===== src/rtl/bus_rr_arbiter_pkg.sv =====
// Shared definitions for the memory-bus round-robin arbiter: well-known
// requester slots, default requester count and the arbiter state encoding.
package bus_rr_arbiter_pkg;

  // Fixed requester slots on the shared memory bus; the remaining slots are spare.
  localparam int BUS_DCACHE = 0;
  localparam int BUS_ICACHE = 1;
  localparam int BUS_NREQ   = 8;

  // IDLE: nobody owns the bus. GRANT: one owner drives the bus.
  // TURN: one dead cycle so the OR-combined bus never mixes two masters.
  typedef enum logic [1:0] {
    IDLE  = 2'd0,
    GRANT = 2'd1,
    TURN  = 2'd2
  } bus_state_t;

endpackage


===== src/rtl/bus_rr_arbiter_if.sv =====
// Handshake bundle between the bus masters and the arbiter. The arbiter
// connects through the slave modport, the requesters through the master modport.
interface bus_rr_arbiter_if #(
  parameter int NREQ = 8,
  parameter int OW   = 3
);

  logic [NREQ-1:0] bus_req;
  logic            bus_ready;
  logic [NREQ-1:0] bus_ack;
  logic [OW-1:0]   bus_owner;
  logic            bus_busy;
  logic            err_clr;
  logic            err_timeout;
  logic [OW-1:0]   err_owner;

  modport slave (
    input  bus_req, bus_ready, err_clr,
    output bus_ack, bus_owner, bus_busy, err_timeout, err_owner
  );

  modport master (
    output bus_req, bus_ready, err_clr,
    input  bus_ack, bus_owner, bus_busy, err_timeout, err_owner
  );

endinterface


===== src/rtl/bus_rr_arbiter_pick.sv =====
// Combinational round-robin pick: finds the first set bit of elig scanning
// from last_owner+1 upward, wrapping modulo NREQ. Kept standalone so another
// arbiter (e.g. a writeback port) can reuse it.
module rr_pick #(
  parameter int NREQ = 8,
  parameter int OW   = 3
) (
  input  logic [NREQ-1:0] elig,
  input  logic [OW-1:0]   last_owner,
  output logic            any,
  output logic [OW-1:0]   pick
);

  // Scan NREQ positions starting just after the previous owner, so the
  // previous owner itself is visited last (lowest priority).
  always_comb begin
    logic         found;
    logic [OW-1:0] idx;
    any   = |elig;
    pick  = '0;
    found = 1'b0;
    idx   = '0;
    for (int k = 1; k <= NREQ; k++) begin
      idx = OW'((int'(last_owner) + k) % NREQ);
      if (!found && elig[idx]) begin
        pick  = idx;
        found = 1'b1;
      end
    end
  end

endmodule


===== src/rtl/bus_rr_arbiter.sv =====
// Sequential round-robin arbiter for the shared memory bus. Grants are held
// until the owner drops its request, every hand-over passes through a one-cycle
// turnaround, and a watchdog revokes owners that stall without bus_ready.
module bus_rr_arbiter
  import bus_rr_arbiter_pkg::*;
#(
  parameter int NREQ        = BUS_NREQ,
  parameter int OW          = 3,
  parameter int WDOG_CYCLES = 1024
) (
  input  logic               clk,
  input  logic               rst,
  bus_rr_arbiter_if.slave    bus
);

  // Counter only has to reach WDOG_CYCLES-1.
  localparam int            WW        = (WDOG_CYCLES > 1) ? $clog2(WDOG_CYCLES) : 1;
  localparam logic [WW-1:0] WDOG_LAST = WW'((WDOG_CYCLES > 0) ? WDOG_CYCLES - 1 : 0);
  localparam bit            WDOG_EN   = (WDOG_CYCLES != 0);

  bus_state_t      state_reg;
  logic [NREQ-1:0] ack_reg;
  logic [OW-1:0]   owner_reg;
  logic            busy_reg;
  logic [OW-1:0]   last_owner_reg;
  logic [NREQ-1:0] mask_reg;
  logic [WW-1:0]   wdog_reg;
  logic            err_timeout_reg;
  logic [OW-1:0]   err_owner_reg;

  logic [NREQ-1:0] elig;
  logic [NREQ-1:0] mask_next;
  logic            pick_any;
  logic [OW-1:0]   pick;
  logic            owner_req;
  logic            wdog_fire;

  assign elig      = bus.bus_req & ~mask_reg;
  assign owner_req = bus.bus_req[owner_reg];

  // Watchdog fires on the last allowed granted cycle if the beat still has not completed.
  assign wdog_fire = WDOG_EN && (state_reg == GRANT) && owner_req &&
                     (wdog_reg == WDOG_LAST) && !bus.bus_ready;

  // A master's mask bit survives only while it keeps requesting; revocation sets it.
  always_comb begin
    mask_next = mask_reg & bus.bus_req;
    if (wdog_fire) begin
      mask_next = mask_next | (NREQ'(1) << owner_reg);
    end
  end

  rr_pick #(
    .NREQ (NREQ),
    .OW   (OW)
  ) u_pick (
    .elig       (elig),
    .last_owner (last_owner_reg),
    .any        (pick_any),
    .pick       (pick)
  );

  // Arbiter FSM with registered grant, owner, watchdog and error state.
  always_ff @(posedge clk or posedge rst) begin
    if (rst) begin
      state_reg       <= IDLE;
      ack_reg         <= '0;
      owner_reg       <= '0;
      busy_reg        <= 1'b0;
      last_owner_reg  <= OW'(NREQ - 1);
      mask_reg        <= '0;
      wdog_reg        <= '0;
      err_timeout_reg <= 1'b0;
      err_owner_reg   <= '0;
    end else begin
      mask_reg <= mask_next;

      // A watchdog event wins over a simultaneous clear.
      if (wdog_fire) begin
        err_timeout_reg <= 1'b1;
        err_owner_reg   <= owner_reg;
      end else if (bus.err_clr) begin
        err_timeout_reg <= 1'b0;
      end

      case (state_reg)
        IDLE, TURN: begin
          wdog_reg <= '0;
          if (pick_any) begin
            ack_reg        <= NREQ'(1) << pick;
            owner_reg      <= pick;
            last_owner_reg <= pick;
            busy_reg       <= 1'b1;
            state_reg      <= GRANT;
          end else begin
            ack_reg   <= '0;
            busy_reg  <= 1'b0;
            state_reg <= IDLE;
          end
        end
        GRANT: begin
          if (!owner_req || wdog_fire) begin
            ack_reg   <= '0;
            busy_reg  <= 1'b0;
            wdog_reg  <= '0;
            state_reg <= TURN;
          end else if (bus.bus_ready) begin
            wdog_reg <= '0;
          end else begin
            wdog_reg <= wdog_reg + 1'b1;
          end
        end
        default: begin
          ack_reg   <= '0;
          busy_reg  <= 1'b0;
          wdog_reg  <= '0;
          state_reg <= IDLE;
        end
      endcase
    end
  end

  assign bus.bus_ack     = ack_reg;
  assign bus.bus_owner   = owner_reg;
  assign bus.bus_busy    = busy_reg;
  assign bus.err_timeout = err_timeout_reg;
  assign bus.err_owner   = err_owner_reg;

endmodule


===== src/flat_wrapper.sv =====
// flat-port wrapper written by rule: the top's interface ports become plain ports
module bus_rr_arbiter_flat import bus_rr_arbiter_pkg::*;
#(
  parameter int NREQ        = BUS_NREQ,
  parameter int OW          = 3,
  parameter int WDOG_CYCLES = 1024
)
  (clk, rst, bus_bus_req, bus_bus_ready, bus_err_clr, bus_bus_ack, bus_bus_owner, bus_bus_busy, bus_err_timeout, bus_err_owner);
  bus_rr_arbiter_if #(.NREQ(NREQ), .OW(OW)) bus_i ();
  input  logic clk;
  input  logic rst;
  input wire logic [$bits(bus_i.bus_req)-1:0] bus_bus_req;
  input wire logic [$bits(bus_i.bus_ready)-1:0] bus_bus_ready;
  input wire logic [$bits(bus_i.err_clr)-1:0] bus_err_clr;
  output wire logic [$bits(bus_i.bus_ack)-1:0] bus_bus_ack;
  output wire logic [$bits(bus_i.bus_owner)-1:0] bus_bus_owner;
  output wire logic [$bits(bus_i.bus_busy)-1:0] bus_bus_busy;
  output wire logic [$bits(bus_i.err_timeout)-1:0] bus_err_timeout;
  output wire logic [$bits(bus_i.err_owner)-1:0] bus_err_owner;
  assign bus_i.bus_req = bus_bus_req;
  assign bus_i.bus_ready = bus_bus_ready;
  assign bus_i.err_clr = bus_err_clr;
  assign bus_bus_ack = bus_i.bus_ack;
  assign bus_bus_owner = bus_i.bus_owner;
  assign bus_bus_busy = bus_i.bus_busy;
  assign bus_err_timeout = bus_i.err_timeout;
  assign bus_err_owner = bus_i.err_owner;
  bus_rr_arbiter #(.NREQ(NREQ), .OW(OW), .WDOG_CYCLES(WDOG_CYCLES)) u_core (.clk(clk), .rst(rst), .bus(bus_i));
endmodule

===== config.mk =====
export PLATFORM = sky130hd
export DESIGN_NAME = bus_rr_arbiter_flat
export DESIGN_NICKNAME = d
export VERILOG_FILES = /design/src/rtl/bus_rr_arbiter_pkg.sv /design/src/rtl/bus_rr_arbiter_if.sv /design/src/rtl/bus_rr_arbiter_pick.sv /design/src/rtl/bus_rr_arbiter.sv /design/src/flat_wrapper.sv
export SDC_FILE = /design/constraint.sdc
export NUM_CORES = 1
export LEC_CHECK = 0
export CORE_MARGIN = 2
export CORE_UTILIZATION = 48
export CTS_CLUSTER_DIAMETER = 50
export DETAILED_ROUTE_END_ITERATION = 10
export GPL_ROUTABILITY_DRIVEN = 1
export PLACE_DENSITY = 0.69
export SLEW_MARGIN = 20
export SYNTH_ARGS = -nofsm -noshare
export SYNTH_HDL_FRONTEND = slang
export SYNTH_SLANG_ARGS = --single-unit

===== constraint.sdc =====
create_clock -name clk -period 5.7 [get_ports clk]
set_input_delay 1.14 -clock clk [delete_from_list [all_inputs] [get_ports clk]]
set_output_delay 1.14 -clock clk [all_outputs]
set_load 0.05 [all_outputs]

# Word level (Yosys, flattened, before mapping)
# Cells that the tools add are included.
[word_totals] register_bits=39 input_bits=12 wordCells=110
[op_classes] n_addsub=9 magnitude_cmp=9 eq_ne=4 shifts=2 mux=48 n_bitwise=4 reduce_logical=25
[ops] op="< comparator 3 x 4 -> 1 bit (second input constant)" n=9
[ops] op="two-way mux 10 bit" n=3
[ops] op="binary-select mux 1 bit (select 3 bit)" n=9
[ops] op="two-way mux 3 bit" n=8
[ops] op="two-way mux 8 bit" n=3
[ops] op="two-way mux 1 bit" n=21
[ops] op="AND 8 bit" n=2
[ops] op="case mux 8 bit (2 select lines)" n=1
[ops] op="<< shifter 1 x 3 -> 8 bit (first input constant)" n=2
[ops] op="adder 3 bit (second input constant)" n=4
[ops] op="adder 10 x 1 -> 10 bit (second input constant)" n=1
[ops] op="== test 10 bit (second input constant)" n=1
[ops] op="logical AND 1 bit" n=10
[ops] op="zero test 1 bit" n=9
[ops] op="inverter 8 bit" n=1
[ops] op="bitwise OR 8 bit" n=1
[ops] op="OR reduction 8 bit" n=1
[ops] op="adder 3 x 1 -> 3 bit (second input constant)" n=2
[ops] op="adder 3 x 2 -> 3 bit (second input constant)" n=2
[ops] op="case mux 2 bit (2 select lines)" n=1
[ops] op="== test 2 x 1 -> 1 bit (second input constant)" n=1
[ops] op="== test 2 bit (second input constant)" n=1
[ops] op="zero test 2 bit" n=1
[ops] op="two-way mux 2 bit" n=1
[ops] op="other kinds (6)" n=6

# Logic depth before layout (Yosys ltp)
[logic_depth] word_depth=29 mapped_depth=12 ltp_nobuf=9

# Hierarchy
# A second synthesis with hierarchy kept.
[hier_totals] hier_cells=270 hier_area_um2=2680.1
[by_module_without_submodules] module="bus_rr_arbiter" n_inst=1 cells_per_inst=168 area_each_um2=1784.2
[by_module_without_submodules] module="rr_pick" n_inst=1 cells_per_inst=102 area_each_um2=895.9

# Worst setup path after synthesis
# OpenSTA, ideal clock, no wires.
[synth_timing] path_kind="input -> register" start="input bus_bus_req[2]" end="register u_core.ack_reg[4] (netlist: u_core.bus.bus_ack[4])" arrival_ns=3.426 required_time_ns=5.580 setup_slack_ns=2.154 path_stages=8 path_buffers=0 path_cell_list="and2b_4 -> mux2_2 -> mux4_2 -> nor4_4 -> nor3_1 -> or3_1 -> a32o_2 -> a41o_1"
[synth_via] elab_chain_cells=28 word_cells_on_any_way=58 cone_classes="eq/ne: 1; shift: 1; mux: 35; bitwise: 1; reduce/logical: 20"
[synth_rtl] element="start, declared" line_no="flat_wrapper.sv:12" rtl="input wire logic [$bits(bus_i.bus_req)-1:0] bus_bus_req;"
[synth_rtl] element="AND 8 bit" line_no="bus_rr_arbiter.sv:38" rtl="assign elig = bus.bus_req & ~mask_reg;"
[synth_rtl] element="binary-select mux 1 bit (select 3 bit)" line_no="bus_rr_arbiter_pick.sv:25" rtl="if (!found && elig[idx]) begin"
[synth_rtl] element="two-way mux 1 bit (implied by the code)" line_no="bus_rr_arbiter_pick.sv:25"
[synth_rtl] element="two-way mux 1 bit" line_no="bus_rr_arbiter_pick.sv:25"
[synth_rtl] element="zero test 1 bit" line_no="bus_rr_arbiter_pick.sv:25"
[synth_rtl] element="logical AND 1 bit" line_no="bus_rr_arbiter_pick.sv:25"
[synth_rtl] element="two-way mux 1 bit" line_no="bus_rr_arbiter_pick.sv:25"
[synth_rtl] element="zero test 1 bit" line_no="bus_rr_arbiter_pick.sv:25"
[synth_rtl] element="(+12 left out)"
[synth_rtl] element="logical AND 1 bit" line_no="bus_rr_arbiter_pick.sv:25"
[synth_rtl] element="two-way mux 1 bit" line_no="bus_rr_arbiter_pick.sv:25"
[synth_rtl] element="zero test 1 bit" line_no="bus_rr_arbiter_pick.sv:25"
[synth_rtl] element="logical AND 1 bit" line_no="bus_rr_arbiter_pick.sv:25"
[synth_rtl] element="two-way mux 3 bit" line_no="bus_rr_arbiter_pick.sv:25"
[synth_rtl] element="<< shifter 1 x 3 -> 8 bit" line_no="bus_rr_arbiter.sv:90" rtl="ack_reg <= NREQ'(1) << pick;"
[synth_rtl] element="two-way mux 8 bit" line_no="bus_rr_arbiter.sv:89" rtl="if (pick_any) begin"
[synth_rtl] element="case mux 8 bit (2 select lines)" line_no="bus_rr_arbiter.sv:86" rtl="case (state_reg)"
[synth_rtl] element="end signal, assigned" line_no="bus_rr_arbiter.sv:90"
[synth_rtl] element="end, declared" line_no="bus_rr_arbiter.sv:22" rtl="logic [NREQ-1:0] ack_reg;"
# Parallel ways exist; a longest one is shown, timed or not. The select of a mux whose other input is x is not followed.
# A chain may end at the register's enable or synchronous reset.

# Worst setup path after layout
[layout_timing] start="input bus_bus_req[1]" end="register u_core.ack_reg[0] (netlist: u_core.bus.bus_ack[0])"
# Same word-level chain as after synthesis.

==> impl_metrics.ini <==
[sta]
fin_crit_sh = 0.704
max_freq_mhz = 249
finalSetupViolCount = 0
setup-tns-final_ns = 0
rsz0062_at_grt = no
setup_ws_ns = 1.69
finClkSkew_ns = 0.0135
post-route-min-period_ns = 4.01
slew_violations = 0
tightest_slew_ns = 0.671
slew_headroom = 0.549
whs_ns = 0.478
hold_viol_final = 0

[clock_tree]
cts-root-buf = clkbuf_8
clk_latency_ns = 0.30
postCtsHoldBufs = 0
clock_sinks = 39
cts_tree = done
path_clk_slew_ns = 0.09
cts_buffers = 5
htreeDepth = 2
clk_path_buf_depth = 2
cts_setup_buffers = 0
cts_resized = 0

[die]
start_util = 0.507
die-area_sq_um = 6100
die_height_um = 78.1
rows = 26
die_w_um = 78.1
core_region_area_sq_um = 5200
io_pins = 28

[global_routing]
grt_overflow_total = 0
grt_max_degree = 40
track_usage = 0.216
grt_pass1_vias = 2132
grt_pass1_wl_um = 10400
antenna_found_initial = 0

[yosys]
yosysWarnings = 0
synth-async-reset-ratio = 1.00
syn_inst = 263
syn-cell-area_sq_um = 2640
syn_nets = 278
synth_edf_count = 0
ys_ff_latch = 39
avgSynthCellArea_sq_um = 10.0
yosysUniqueCellTypes = 53
yosysSeqAreaShare = 0.371
ys.flop_type = dfrtp_1

[pwr]
p_sw_frac = 0.491
p_total_uw = 1840
power_density_nw_per_um2 = 604
sequentialPowerShare = 0.240
p_clk_frac = 0.101
ir_drop_uv = 280
p_comb_frac = 0.659
power_leakage_uw = 0.00125
power_switching_uw = 903
intPower_uw = 935

[route]
vias = 2071
via_per_inst = 5.78
routedWlPerCell_um = 16.8
routed_wl_um = 6010
drtPass1Iterations = 4
ant_nets = 0
remaining_drc_errors = 0
drt_iter0_drc = 181

[min_path]
min_from = u_core.mask_reg[3]$_DFF_PP0_
min_path_type = flip-flop to flip-flop

[placed_design]
place_area_sq_um = 2960
place.gp.congestion = 0.967
dp_slack_ns = 1.43
hpwl_um = 4450
port_buffers = 27

[layout]
drive_gt1_frac = 0.163
area_growth_pct = 15.4
finish.instance_area_sq_um = 3040
largest_reg_flops = 10
final_net_count = 302
n_antenna_cell = 0

[critical_path]
critPathLaunch = bus_bus_req[1]
endpoint = u_core.bus.bus_ack[0]$_DFFE_PP0P_
worstSetupPathType = primary input to flip-flop
crit_chain = clkdlybuf4s50_1 -> nor2b_1 -> mux2i_1 -> mux4_2 -> nor2b_1 -> or3_1 -> o211ai_1 -> a31oi_4 -> o41ai_1
arrival_ns = 4.20
r2r_slack_ns = 1.89
required_ns = 5.89
critPathLaunchType = primary input
endpoint_kind = flip-flop
worstRegToRegCells = 8
slowest_delay_ns = 0.58
path_common_cell = nor2b_1
r2r-end = u_core.bus.bus_ack[5]$_DFFE_PP0P_
cp_max_fo = 10
r2r-start = u_core.last_owner_reg[0]$_DFFE_PP1P_
slowest_stage = mux4_2

[run_status]
outcome = completed

[job]
maxCapViolCount = 0
power groups by stage:
stage	registers (uW)	clock network [uW]	logic, uW
after floorplan	439	0	951
after global placement	448	0	1190
after detailed placement	446	0	1200
after CTS	442	191	1200
after global routing	453	201	1330
final	441	185	1210
synthesized netlist by cell type, types with 2 or more instances:
library cell / n / area share
dfrtp_1: 36 / 0.34
nand2_1: 33 / 0.047
nor2_1: 23 / 0.033
o21ai_0: 15 / 0.028
mux4_2: 14 / 0.12
mux2i_1: 12 / 0.046
nand2b_1: 11 / 0.026
clkbuf_1: 9 / 0.013
mux2_2: 8 / 0.034
nor2b_1: 8 / 0.019
nand3_1: 7 / 0.013
a21oi_1: 6 / 0.011
inv_1: 6 / 0.0085
xor2_1: 6 / 0.020
a41o_1: 5 / 0.019
xnor2_1: 5 / 0.017
and2_1: 4 / 0.0095
nor3_1: 4 / 0.0076
o31ai_1: 4 / 0.011
dfstp_2: 3 / 0.030
ha_1: 3 / 0.014
o211ai_1: 3 / 0.0085
o21ai_1: 3 / 0.0057
a211oi_1: 2 / 0.0057
and2b_4: 2 / 0.0076
buf_2: 2 / 0.0038
or2_2: 2 / 0.0047
or3_1: 2 / 0.0047
layout make-up:
| class | instances | area (sq um) |
|---|---|---|
| sequential | 39 | 980 |
| clock inverter | 3 | 20.0 |
| tap | 70 | 87.6 |
| clock buffer | 5 | 68.8 |
| multi-input combinational | 204 | 1570 |
| inverter | 8 | 32.5 |
| timing repair buffer | 29 | 285 |
| fill | 475 | 2160 |
critical path, delay by kind of cell:
family / cells / cell delay, ns
and+or+nand+nor: 3 / 0.93
muxes: 2 / 0.87
AOI/OAI and AO/OA: 3 / 0.76
buffers and inverters: 1 / 0.49
cell usage in the layout, fill, tap and decap left out, drive strengths merged, types with 2 or more instances in the layout:
cell           count
mux2               8
o41ai              2
mux2i             12
o31ai              5
dfrtp             36
dfstp              3
nor2              23
inv                7
ha                 3
nand2b            11
a31oi              2
a41o               5
clkdlybuf4s50     27
or2                2
and2b              2
and2               4
xnor2              5
o21ai             18
clkinvlp           2
buf                2
clkinv             2
mux4              14
o211ai             3
nand3              7
or3                3
xor2               6
nor4               2
nor3               4
clkbuf             5
a211oi             2
a21oi              6
nand2             33
nor2b              8
metrics by stage:
| step | instances | util |
|---|---|---|
| finish | 358 | 0.585 |
| global route | 358 | 0.585 |
| CTS | 358 | 0.585 |
| detailed placement | 350 | 0.568 |
| global placement | 350 | 0.568 |
| floorplan | 263 | - |
routing by layer:
| metal | track usage | up-vias | part of all wire | routed length (um) |
|---|---|---|---|---|
| li1 | - | 1009 | - | - |
| met1 | 0.302 | 1002 | 0.47 | 2820 |
| met2 | 0.343 | 50 | 0.48 | 2860 |
| met3 | 0.0391 | 10 | 0.038 | 227 |
| met4 | 0.0684 | 0 | 0.016 | 97 |
| met5 | 0 | - | 0 | 0 |
kinds of logic (layout without fill, tap and decap cells):
family	Yosys count	count (layout)	share of synthesized area
AO/OA/AOI/OAI	51	51	0.141
buffers and inverters	20	45	0.0332
adder cells (fa/ha/maj)	3	3	0.0142
flip-flops	39	39	0.371
AND/OR/NAND/NOR	105	105	0.204
multiplexers	34	34	0.199
XOR/XNOR	11	11	0.0365
how the worst min path moves through the flow:
| stage | to | slack, ns | cells after the start |
|---|---|---|---|
| 2_1_floorplan | u_core.mask_reg[2]$_DFF_PP0_ | 0.44 | 2 |
| 3_3_place_gp | u_core.mask_reg[3]$_DFF_PP0_ | 0.46 | 2 |
| 3_5_place_dp | u_core.mask_reg[3]$_DFF_PP0_ | 0.46 | 2 |
| 4_1_cts | u_core.mask_reg[3]$_DFF_PP0_ | 0.48 | 2 |
| 5_1_grt | u_core.mask_reg[3]$_DFF_PP0_ | 0.50 | 2 |
| 6_report | u_core.mask_reg[3]$_DFF_PP0_ | 0.48 | 2 |
(Power assumes the default switching activity.)
